**src/rtl/organ_pkg.sv**
```systemverilog
// organ_pkg: mixer mode encodings and the default 8-voice pitch table
package organ_pkg;

    localparam logic [1:0] MODE_OR  = 2'd0;
    localparam logic [1:0] MODE_XOR = 2'd1;
    localparam logic [1:0] MODE_AND = 2'd2;
    localparam logic [1:0] MODE_SUM = 2'd3;

    localparam int DEF_VOICES  = 8;
    localparam int DEF_PITCH_W = 16;

    // Half-periods in clocks; voice 0 sits in the least significant slot.
    localparam logic [DEF_VOICES*DEF_PITCH_W-1:0] DEF_PITCHES = {
        16'd7645, 16'd8099, 16'd9091, 16'd10204,
        16'd11454, 16'd12135, 16'd13621, 16'd15289
    };

endpackage

```
**src/rtl/organ_voice.sv**
```systemverilog
// organ_voice: one square-wave oscillator with key synchroniser, release sustain and gate
module organ_voice
    import organ_pkg::*;
#(
    parameter int                 PITCH_W        = 16,
    parameter logic [PITCH_W-1:0] PITCH          = '0,
    parameter int                 SUSTAIN_CYCLES = 0
) (
    input  logic clk,
    input  logic rst,
    input  logic btn_n_i,
    output logic sq_o,
    output logic gate_o
);

    localparam int                 SW   = SUSTAIN_CYCLES > 0 ? $clog2(SUSTAIN_CYCLES + 1) : 1;
    localparam logic [PITCH_W-1:0] LAST = PITCH - 1'b1;

    logic [PITCH_W-1:0] cnt_q, cnt_d;
    logic               sq_q, sq_d;
    logic               s1_q, s2_q;
    logic               prs_q;
    logic [SW-1:0]      sus_q, sus_d;
    logic               gate_q, gate_d;
    logic               pressed, rel;

    // Oscillator: wrap at PITCH-1 and toggle; a zero pitch parks everything at 0
    always_comb begin
        cnt_d = (PITCH == '0 || cnt_q == LAST) ? '0 : cnt_q + 1'b1;
        sq_d  = (PITCH == '0) ? 1'b0 : sq_q ^ (cnt_q == LAST);
    end

    // Sustain and gate: the release cycle itself holds the gate so it never blinks low
    always_comb begin
        pressed = ~s2_q;
        rel     = prs_q & ~pressed;
        sus_d   = pressed ? '0 : rel ? SW'(SUSTAIN_CYCLES) : (sus_q != '0) ? sus_q - 1'b1 : sus_q;
        gate_d  = pressed | (sus_q != '0) | (rel && SUSTAIN_CYCLES != 0);
    end

    // State registers, including the 2-FF key synchroniser
    always_ff @(posedge clk) begin
        if (rst) begin
            cnt_q  <= '0;
            sq_q   <= 1'b0;
            s1_q   <= 1'b1;
            s2_q   <= 1'b1;
            prs_q  <= 1'b0;
            sus_q  <= '0;
            gate_q <= 1'b0;
        end else begin
            cnt_q  <= cnt_d;
            sq_q   <= sq_d;
            s1_q   <= btn_n_i;
            s2_q   <= s1_q;
            prs_q  <= pressed;
            sus_q  <= sus_d;
            gate_q <= gate_d;
        end
    end

    assign sq_o   = sq_q;
    assign gate_o = gate_q;

endmodule

```
**src/rtl/poly_organ.sv**
```systemverilog
// poly_organ: NUM_VOICES square-wave voices combined by a selectable OR/XOR/AND/PWM-sum mixer
module poly_organ
    import organ_pkg::*;
#(
    parameter int                                NUM_VOICES     = 8,
    parameter int                                PITCH_W        = 16,
    parameter logic [NUM_VOICES*PITCH_W-1:0]     PITCHES        = DEF_PITCHES,
    parameter int                                SUSTAIN_CYCLES = 1200000
) (
    input  logic                  clk,
    input  logic                  rst,
    input  logic [NUM_VOICES-1:0] btn_n,
    input  logic [1:0]            mode,
    output logic                  pwmout,
    output logic [NUM_VOICES-1:0] led
);

    localparam int LW = $clog2(NUM_VOICES + 1);
    localparam int PW = NUM_VOICES > 1 ? $clog2(NUM_VOICES) : 1;

    logic [NUM_VOICES-1:0] sq, gate, v;
    logic [LW-1:0]         level, lvl_q, lvl_d;
    logic [PW-1:0]         pwm_cnt_q, pwm_cnt_d;
    logic                  pwm_q, pwm_d;
    logic                  frame_end;

    for (genvar i = 0; i < NUM_VOICES; i++) begin : g_voice
        organ_voice #(
            .PITCH_W       (PITCH_W),
            .PITCH         (PITCHES[i*PITCH_W +: PITCH_W]),
            .SUSTAIN_CYCLES(SUSTAIN_CYCLES)
        ) u_voice (
            .clk    (clk),
            .rst    (rst),
            .btn_n_i(btn_n[i]),
            .sq_o   (sq[i]),
            .gate_o (gate[i])
        );
    end

    assign v   = sq & gate;
    assign led = gate;

    // Number of voices currently high, feeding the PWM frame latch
    always_comb begin
        level = '0;
        for (int k = 0; k < NUM_VOICES; k++) level = level + LW'(v[k]);
    end

    // Mixer and PWM frame: AND only considers gated voices; SUM compares slot index to latched level
    always_comb begin
        frame_end = pwm_cnt_q == PW'(NUM_VOICES - 1);
        pwm_cnt_d = frame_end ? '0 : pwm_cnt_q + 1'b1;
        lvl_d     = frame_end ? level : lvl_q;
        pwm_d     = mode == MODE_OR  ? |v :
                    mode == MODE_XOR ? ^v :
                    mode == MODE_AND ? (|gate) & (&(v | ~gate)) :
                                       LW'(pwm_cnt_q) < lvl_q;
    end

    // Mixer registers; the PWM frame counter runs regardless of mode
    always_ff @(posedge clk) begin
        if (rst) begin
            pwm_cnt_q <= '0;
            lvl_q     <= '0;
            pwm_q     <= 1'b0;
        end else begin
            pwm_cnt_q <= pwm_cnt_d;
            lvl_q     <= lvl_d;
            pwm_q     <= pwm_d;
        end
    end

    assign pwmout = pwm_q;

endmodule

```
**config.mk**
```make
export PLATFORM = sky130hd
export DESIGN_NAME = poly_organ
export DESIGN_NICKNAME = d
export VERILOG_FILES = /design/src/rtl/organ_pkg.sv /design/src/rtl/organ_voice.sv /design/src/rtl/poly_organ.sv
export SDC_FILE = /design/constraint.sdc
export NUM_CORES = 1
export LEC_CHECK = 0
export CAP_MARGIN = 0
export CORE_ASPECT_RATIO = 1.2
export CORE_MARGIN = 4
export CORE_UTILIZATION = 40
export CTS_CLUSTER_DIAMETER = 200
export DETAILED_ROUTE_END_ITERATION = 10
export GPL_ROUTABILITY_DRIVEN = 0
export SLEW_MARGIN = 20
export SYNTH_ARGS = -nofsm -noshare
export SYNTH_HDL_FRONTEND = slang
export SYNTH_SLANG_ARGS = --single-unit
```
**constraint.sdc**
```tcl
create_clock -name clk -period 9.3 [get_ports clk]
set_clock_uncertainty 0.2 [all_clocks]
set_input_delay 1.395 -clock clk [delete_from_list [all_inputs] [get_ports clk]]
set_output_delay 1.395 -clock clk [all_outputs]
set_load 0.005 [all_outputs]
```
==> out/metrics.cfg, run 1 <==
[outcome]
status=finished clean

[worst_setup_path]
cp.required_ns=9.48
crit_fanout=4
cp_num_buf_inv=3
crit_path_top_delay_cell=fa_1
startpoint=g_voice[0].u_voice.gate_o
cp-start-kind=flop
cp-end-kind=flop
arrival_ns=3.64
reg2reg_from=g_voice[0].u_voice.gate_o
crit_path_max_incr_delay_ns=0.54
critPathKind=reg2reg
crit_top_cell=fa_1
crit_family=adder cells
crit_chain=and2_1 -> fa_1 -> inv_1 -> fa_1 -> inv_1 -> fa_1 -> ha_1 -> inv_1 -> fa_1 -> xnor2_1 -> mux2i_1 -> nor2_1

[synth]
synthFlopType=dfxtp_1
synth_seq_area_share=0.438
yosysWarnings=0
yosysMostFrequentCell=dfxtp_1
synth_cells=1803
ys_types=64
synth-edff-count=0
synth_area_per_cell_sq_um=8.72
syn_nets=1861
synth_area_sq_mm=0.0157
async_reset_ff_frac=0
synth_common_cells=dfxtp_1, nor2_1, xor2_1, nand3_1
synth_top_area_frac=0.438
synth_top_cells_by_area=dfxtp_1, xor2_1, nor2_1, xnor2_1, ha_1
yosys_register_bits=344
yosysTopAreaCell=dfxtp_1

[floorplanning]
die_width_um=189
ioPinCount=21
rows=79
dieHeight_um=225
start_util=0.405
design.core.area_sq_mm=0.0388
dieArea_sq_mm=0.0425

[clocking]
clockBufferDepth=3
h-tree-depth=2
cts_tree=yes
postCtsSetupRepairBufs=0
clock_sinks=344
cts_resized=0
root_buffer=clkbuf_16
cts_buffers=37
clk_pin_slew_ns=0.06
hold_buffers=0
clk-insertion-delay-late_ns=0.51

[routing]
postRouteWirelength_um=30100
drtPass1Iterations=4
ant_nets=0
vias_per_cell=5.12
vias=12000
wl_per_cell_um=12.8
drt-initial-drc-count=416
drc=0

[sta]
fmax_ghz=0.289
max-slew-margin-rel=0.496
period_share=0.372
hold_viol=0
slew_violations=0
tightestPinTransition_ns=0.750
tns_ns=0
period_needed_ns=3.46
finalSetupViolCount=0
rsz0062_at_grt=false

[grt]
use_met3=0.0248
busiest_layer=met2
use_met1=0.176
use_met2=0.244
grt_antenna_before_repair=0
grtUsageTotal=0.141
grt_first_pass_wirelength_um=52700
gr-total-overflow=0
grt_pass1_vias=11500
grt_max_degree=39

[power_and_ir_drop]
peakVddDrop_mv=0.203
leakage_nw=6.63
p_per_area_mw_per_mm2=355

[placed_design]
portBuffers=20
hpwlAfterDp_um=20700
placed_area_sq_mm=0.0163

[min_path]
hold_start=g_voice[4].u_voice.s1_q
hp-class=reg2reg

[cells_and_area]
diodes=0
nNetsFinal=1856
drive_gt1_frac=0.0511
fin_area_sq_mm=0.0175
syn_to_final_growth_pct=11.2

[flow_run]
cap_viol_max_count=0

[final cells by class]
class / instances / area [sq um]
fill: 3777 / 21400
multi-input combinational: 1323 / 8290
sequential: 344 / 6890
clock buffer: 51 / 1050
tap: 526 / 658
inverter: 71 / 267
timing repair buffer: 21 / 203
clock inverter: 10 / 128
[where the power goes]
group	internal [mW]	switching, mW
sequential	1.82	0.349
clock	0.866	0.575
combinational	1.07	1.53
[through the flow]
step	power (mW)	hold WS [ns]	utilization	worst slack, ns	std cells
floorplan	4.28	0.189	-	5.95	1803
global placement	4.73	0.194	0.420	5.84	2285
detailed placement	4.78	0.195	0.420	5.75	2285
CTS	6.27	0.212	0.450	5.82	2346
global route	6.74	0.221	0.450	5.64	2346
finish	6.21	0.207	0.450	5.84	2346
[state kept, by name (all words and copies together) (netlist names)]
signal,cells
g_voice.u_voice.cnt_q,128
g_voice.u_voice.gate_o,8
g_voice.u_voice.prs_q,8
g_voice.u_voice.s1_q,8
g_voice.u_voice.s2_q,8
g_voice.u_voice.sq_o,8
g_voice.u_voice.sus_q,168
lvl_q,4
pwm_cnt_q,3
pwmout,1
[path summary, 6_finish.rpt]
path	endpoint	slack (ns)	depth (start not counted)
worst min-delay path	g_voice[4].u_voice.s2_q	0.21	1
worst min register to register	g_voice[4].u_voice.s2_q	0.21	1
worst max register to register	lvl_q[2]	5.84	12
worst max-delay path	lvl_q[2]	5.84	12
[routing by layer]
metal	up-vias	part of all wire
met4	0	0.030
met2	107	0.47
met1	5641	0.47
met3	61	0.027
li1	6203	-
met5	-	0
[logic make-up (layout without fill, tap and decap cells)]
logic type,count (synthesis),in the layout,share of synthesized area
and+or+nand+nor,830,830,0.272
DFF,344,344,0.438
xor gates and xnor gates,244,244,0.136
AOI/OAI and AO/OA,195,195,0.0758
buffers and inverters,136,153,0.0346
adders and majority gates,46,46,0.0385
muxes,8,8,0.00509
[cell usage in the layout (no fill, tap or decap), types with 5 or more instances in the layout]
cell / Yosys / final
a21oi_1: 70 / 70
clkbuf_16: 0 / 37
nor2_1: 315 / 315
and3_1: 28 / 28
clkdlybuf4s50_1: 0 / 19
inv_1: 67 / 67
nor2b_1: 13 / 13
a211oi_1: 13 / 13
nor4_1: 42 / 42
or3_1: 20 / 20
nor3_1: 47 / 47
clkbuf_1: 51 / 7
and4_1: 14 / 14
and2_1: 13 / 13
or2_2: 26 / 26
nand4b_1: 10 / 10
or4_1: 24 / 24
nor4b_1: 9 / 9
clkbuf_8: 0 / 7
o31ai_1: 6 / 6
a21boi_0: 7 / 7
clkinv_2: 0 / 6
dfxtp_1: 344 / 344
nor3b_1: 6 / 5
nand3b_1: 5 / 5
o211ai_1: 17 / 17
ha_1: 42 / 42
xor2_1: 168 / 168
mux2i_1: 8 / 8
nand2_1: 76 / 76
o21ai_0: 35 / 35
nand3_1: 84 / 84
a31oi_1: 18 / 18
or4b_1: 6 / 6
nand4_1: 54 / 54
xnor2_1: 76 / 76
nand2b_1: 20 / 20
Power figures use the tool's default switching activity.
==> run 2, diff against run 1 <==
==> constraint.sdc (replaced) <==
create_clock -name clk -period 3.2 [get_ports clk]
set_clock_uncertainty 0.2 [all_clocks]
set_input_delay 0.48 -clock clk [delete_from_list [all_inputs] [get_ports clk]]
set_output_delay 0.48 -clock clk [all_outputs]
set_load 0.005 [all_outputs]
==> out/metrics.cfg, run 2 (synthesized netlist as in run 1, its figures left out) <==
[routing]
wl_per_cell_um=12.9  ; +0.60%
drtPass1Iterations=4  ; unchanged
vias=12100  ; +0.85%
vias_per_cell=5.12  ; about the same
drt-initial-drc-count=511  ; +23%
drc=0  ; unchanged
ant_nets=0  ; unchanged
postRouteWirelength_um=30500  ; +1.4%

[floorplanning]
start_util=0.405  ; unchanged
design.core.area_sq_mm=0.0388  ; unchanged
dieArea_sq_mm=0.0425  ; unchanged
rows=79  ; unchanged
dieHeight_um=225  ; unchanged
die_width_um=189  ; unchanged
ioPinCount=21  ; unchanged

[clocking]
cts_tree=yes
clock_sinks=344  ; unchanged
clockBufferDepth=3  ; unchanged
clk_pin_slew_ns=0.06  ; about the same
root_buffer=clkbuf_16
hold_buffers=0  ; unchanged
clk-insertion-delay-late_ns=0.52  ; about the same
cts_buffers=37  ; unchanged
h-tree-depth=2  ; unchanged

[worst_setup_path]
cp-start-kind=flop
crit_fanout=2  ; -2
cp-end-kind=flop
critPathKind=reg2reg
cp.required_ns=3.40  ; -6.08 ns
arrival_ns=3.44  ; -0.20 ns

[sta]
layout_setup_ws_ns=-0.0468  ; -5.89 ns
finalSetupViolCount=1  ; +1
fmax_ghz=0.308  ; +6.6%
whs_ns=0.169  ; -0.0375 ns
rsz0062_at_grt=true
period_needed_ns=3.25  ; -0.214 ns
tightestPinTransition_ns=0.704  ; -0.0463 ns
period_share=1.01  ; +0.643
max-slew-margin-rel=0.527  ; +0.0311
hold_viol=0  ; unchanged
slew_violations=0  ; unchanged

[cells_and_area]
fill_cells=3765  ; -0.32%
syn_to_final_growth_pct=11.8
regMostFlops=g_voice.u_voice.sus_q
largest_register_ffs=168  ; unchanged
top_regs=g_voice.u_voice.sus_q (168), g_voice.u_voice.cnt_q (128)
multi_input_area_sq_mm=0.00831  ; +0.15%
fin_area_sq_mm=0.0176  ; +0.51%
drive_gt1_frac=0.0669  ; +0.0158
diodes=0  ; unchanged
nNetsFinal=1880  ; +1.3%
regArea_sq_mm=0.00689  ; about the same
layout_commonest_cell=dfxtp_1
final_cell_mix=dfxtp_1, nor2_1, xor2_1

[grt]
gr-total-overflow=0  ; unchanged
grt_first_pass_wirelength_um=53300  ; +1.1%
grt_antenna_before_repair=1  ; +1
grt_max_degree=31  ; -21%
grtUsageTotal=0.143  ; +0.00277
grt_pass1_vias=11600  ; +0.46%

[placed_design]
placed_area_sq_mm=0.0165  ; +1.2%
place_ws_ns=-0.133  ; -5.88 ns
portBuffers=20  ; unchanged
hpwlAfterDp_um=21400  ; +3.3%

[outcome]
status=complete, but fails checks
failed_checks=negative setup slack

[power_and_ir_drop]
cell_internal_pwr_mw=10.9  ; +190%
peakVddDrop_mv=0.387  ; +90%
leakage_nw=6.69  ; +0.88%
p_per_area_mw_per_mm2=1030  ; +190%
p_sw_frac=0.395  ; about the same
p_switching_mw=7.14  ; +190%
p_seq_frac=0.349  ; about the same
power_frac_comb=0.436  ; +0.018
p_clk_frac=0.215  ; -0.017

[min_path]
hp-class=in2reg

[flow_run]
cap_viol_max_count=0  ; unchanged

[run 2: cell count changes in the layout (fill, tap and decap cells not counted), moves of 2 or more]
cell,previous run,this run
buf_4,1,25
bufinv_16,3,1
clkbuf_8,7,3
dfxtp_1,344,342
dfxtp_2,0,2
inv_1,67,63
inv_2,0,4
nand2_1,76,74
nand2_2,0,2
[run 2: worst max-delay path, stage by stage, from the launching register on]
cell	delay, ns
dfxtp_2	0.32
nand2_2	0.07
inv_2	0.04
fa_1	0.55
inv_2	0.04
fa_1	0.47
inv_1	0.05
fa_1	0.49
ha_2	0.20
inv_2	0.04
fa_2	0.33
xnor2_1	0.13
mux2i_1	0.13
nor2_1	0.06
[run 2: path summary, 6_finish.rpt]
kind / slack, ns / to / cells past startpoint / start
max: -0.05 / lvl_q[2] / 13 / g_voice[3].u_voice.gate_o
min: 0.17 / g_voice[2].u_voice.prs_q / 2 / rst
max reg2reg: -0.05 / lvl_q[2] / 13 / g_voice[3].u_voice.gate_o
min reg2reg: 0.21 / g_voice[7].u_voice.s2_q / 1 / g_voice[7].u_voice.s1_q
[run 2: per-stage QoR]
| stage | std cells | total power, mW | TNS (ns) | utilization |
|---|---|---|---|---|
| floorplan | 1803 | 12.4 | 0 | - |
| global placement | 2309 | 14.1 | -0.0916 | 0.425 |
| detailed placement | 2309 | 14.2 | -0.199 | 0.425 |
| CTS | 2365 | 18.2 | -0.199 | 0.452 |
| global route | 2365 | 19.6 | -0.200 | 0.452 |
| finish | 2365 | 18.1 | -0.0468 | 0.452 |
[run 2: power groups by stage]
stage	clock network, mW	registers (mW)	logic, mW
floorplan	0	6.14	6.29
global placement	0	6.34	7.74
detailed placement	0	6.37	7.84
CTS	4.04	6.30	7.90
global route	4.20	6.47	8.96
finish	3.89	6.31	7.87
[run 2: cell type report]
type,instances,share of cell area
well taps,526,0.0375
clock buffers,47,0.0565
clock inverters,9,0.00434
repair buffers,45,0.0218
multi-input cells,1323,0.473
flip-flops and latches,344,0.392
inverters,71,0.0152
[run 2: routing by layer]
layer / vias to the layer above / track usage / part of all wire
li1: 6251 / - / -
met1: 5688 / 0.182 / 0.47
met2: 119 / 0.250 / 0.48
met3: 54 / 0.0245 / 0.029
met4: 2 / 0.0440 / 0.023
met5: - / 0 / 0.00043
[run 2: timing repair]
item,4_1_cts,5_1_grt
pin swaps,7,5
setup buffers,0,0
setup endpoints to repair,2,2
resized for setup,1,4
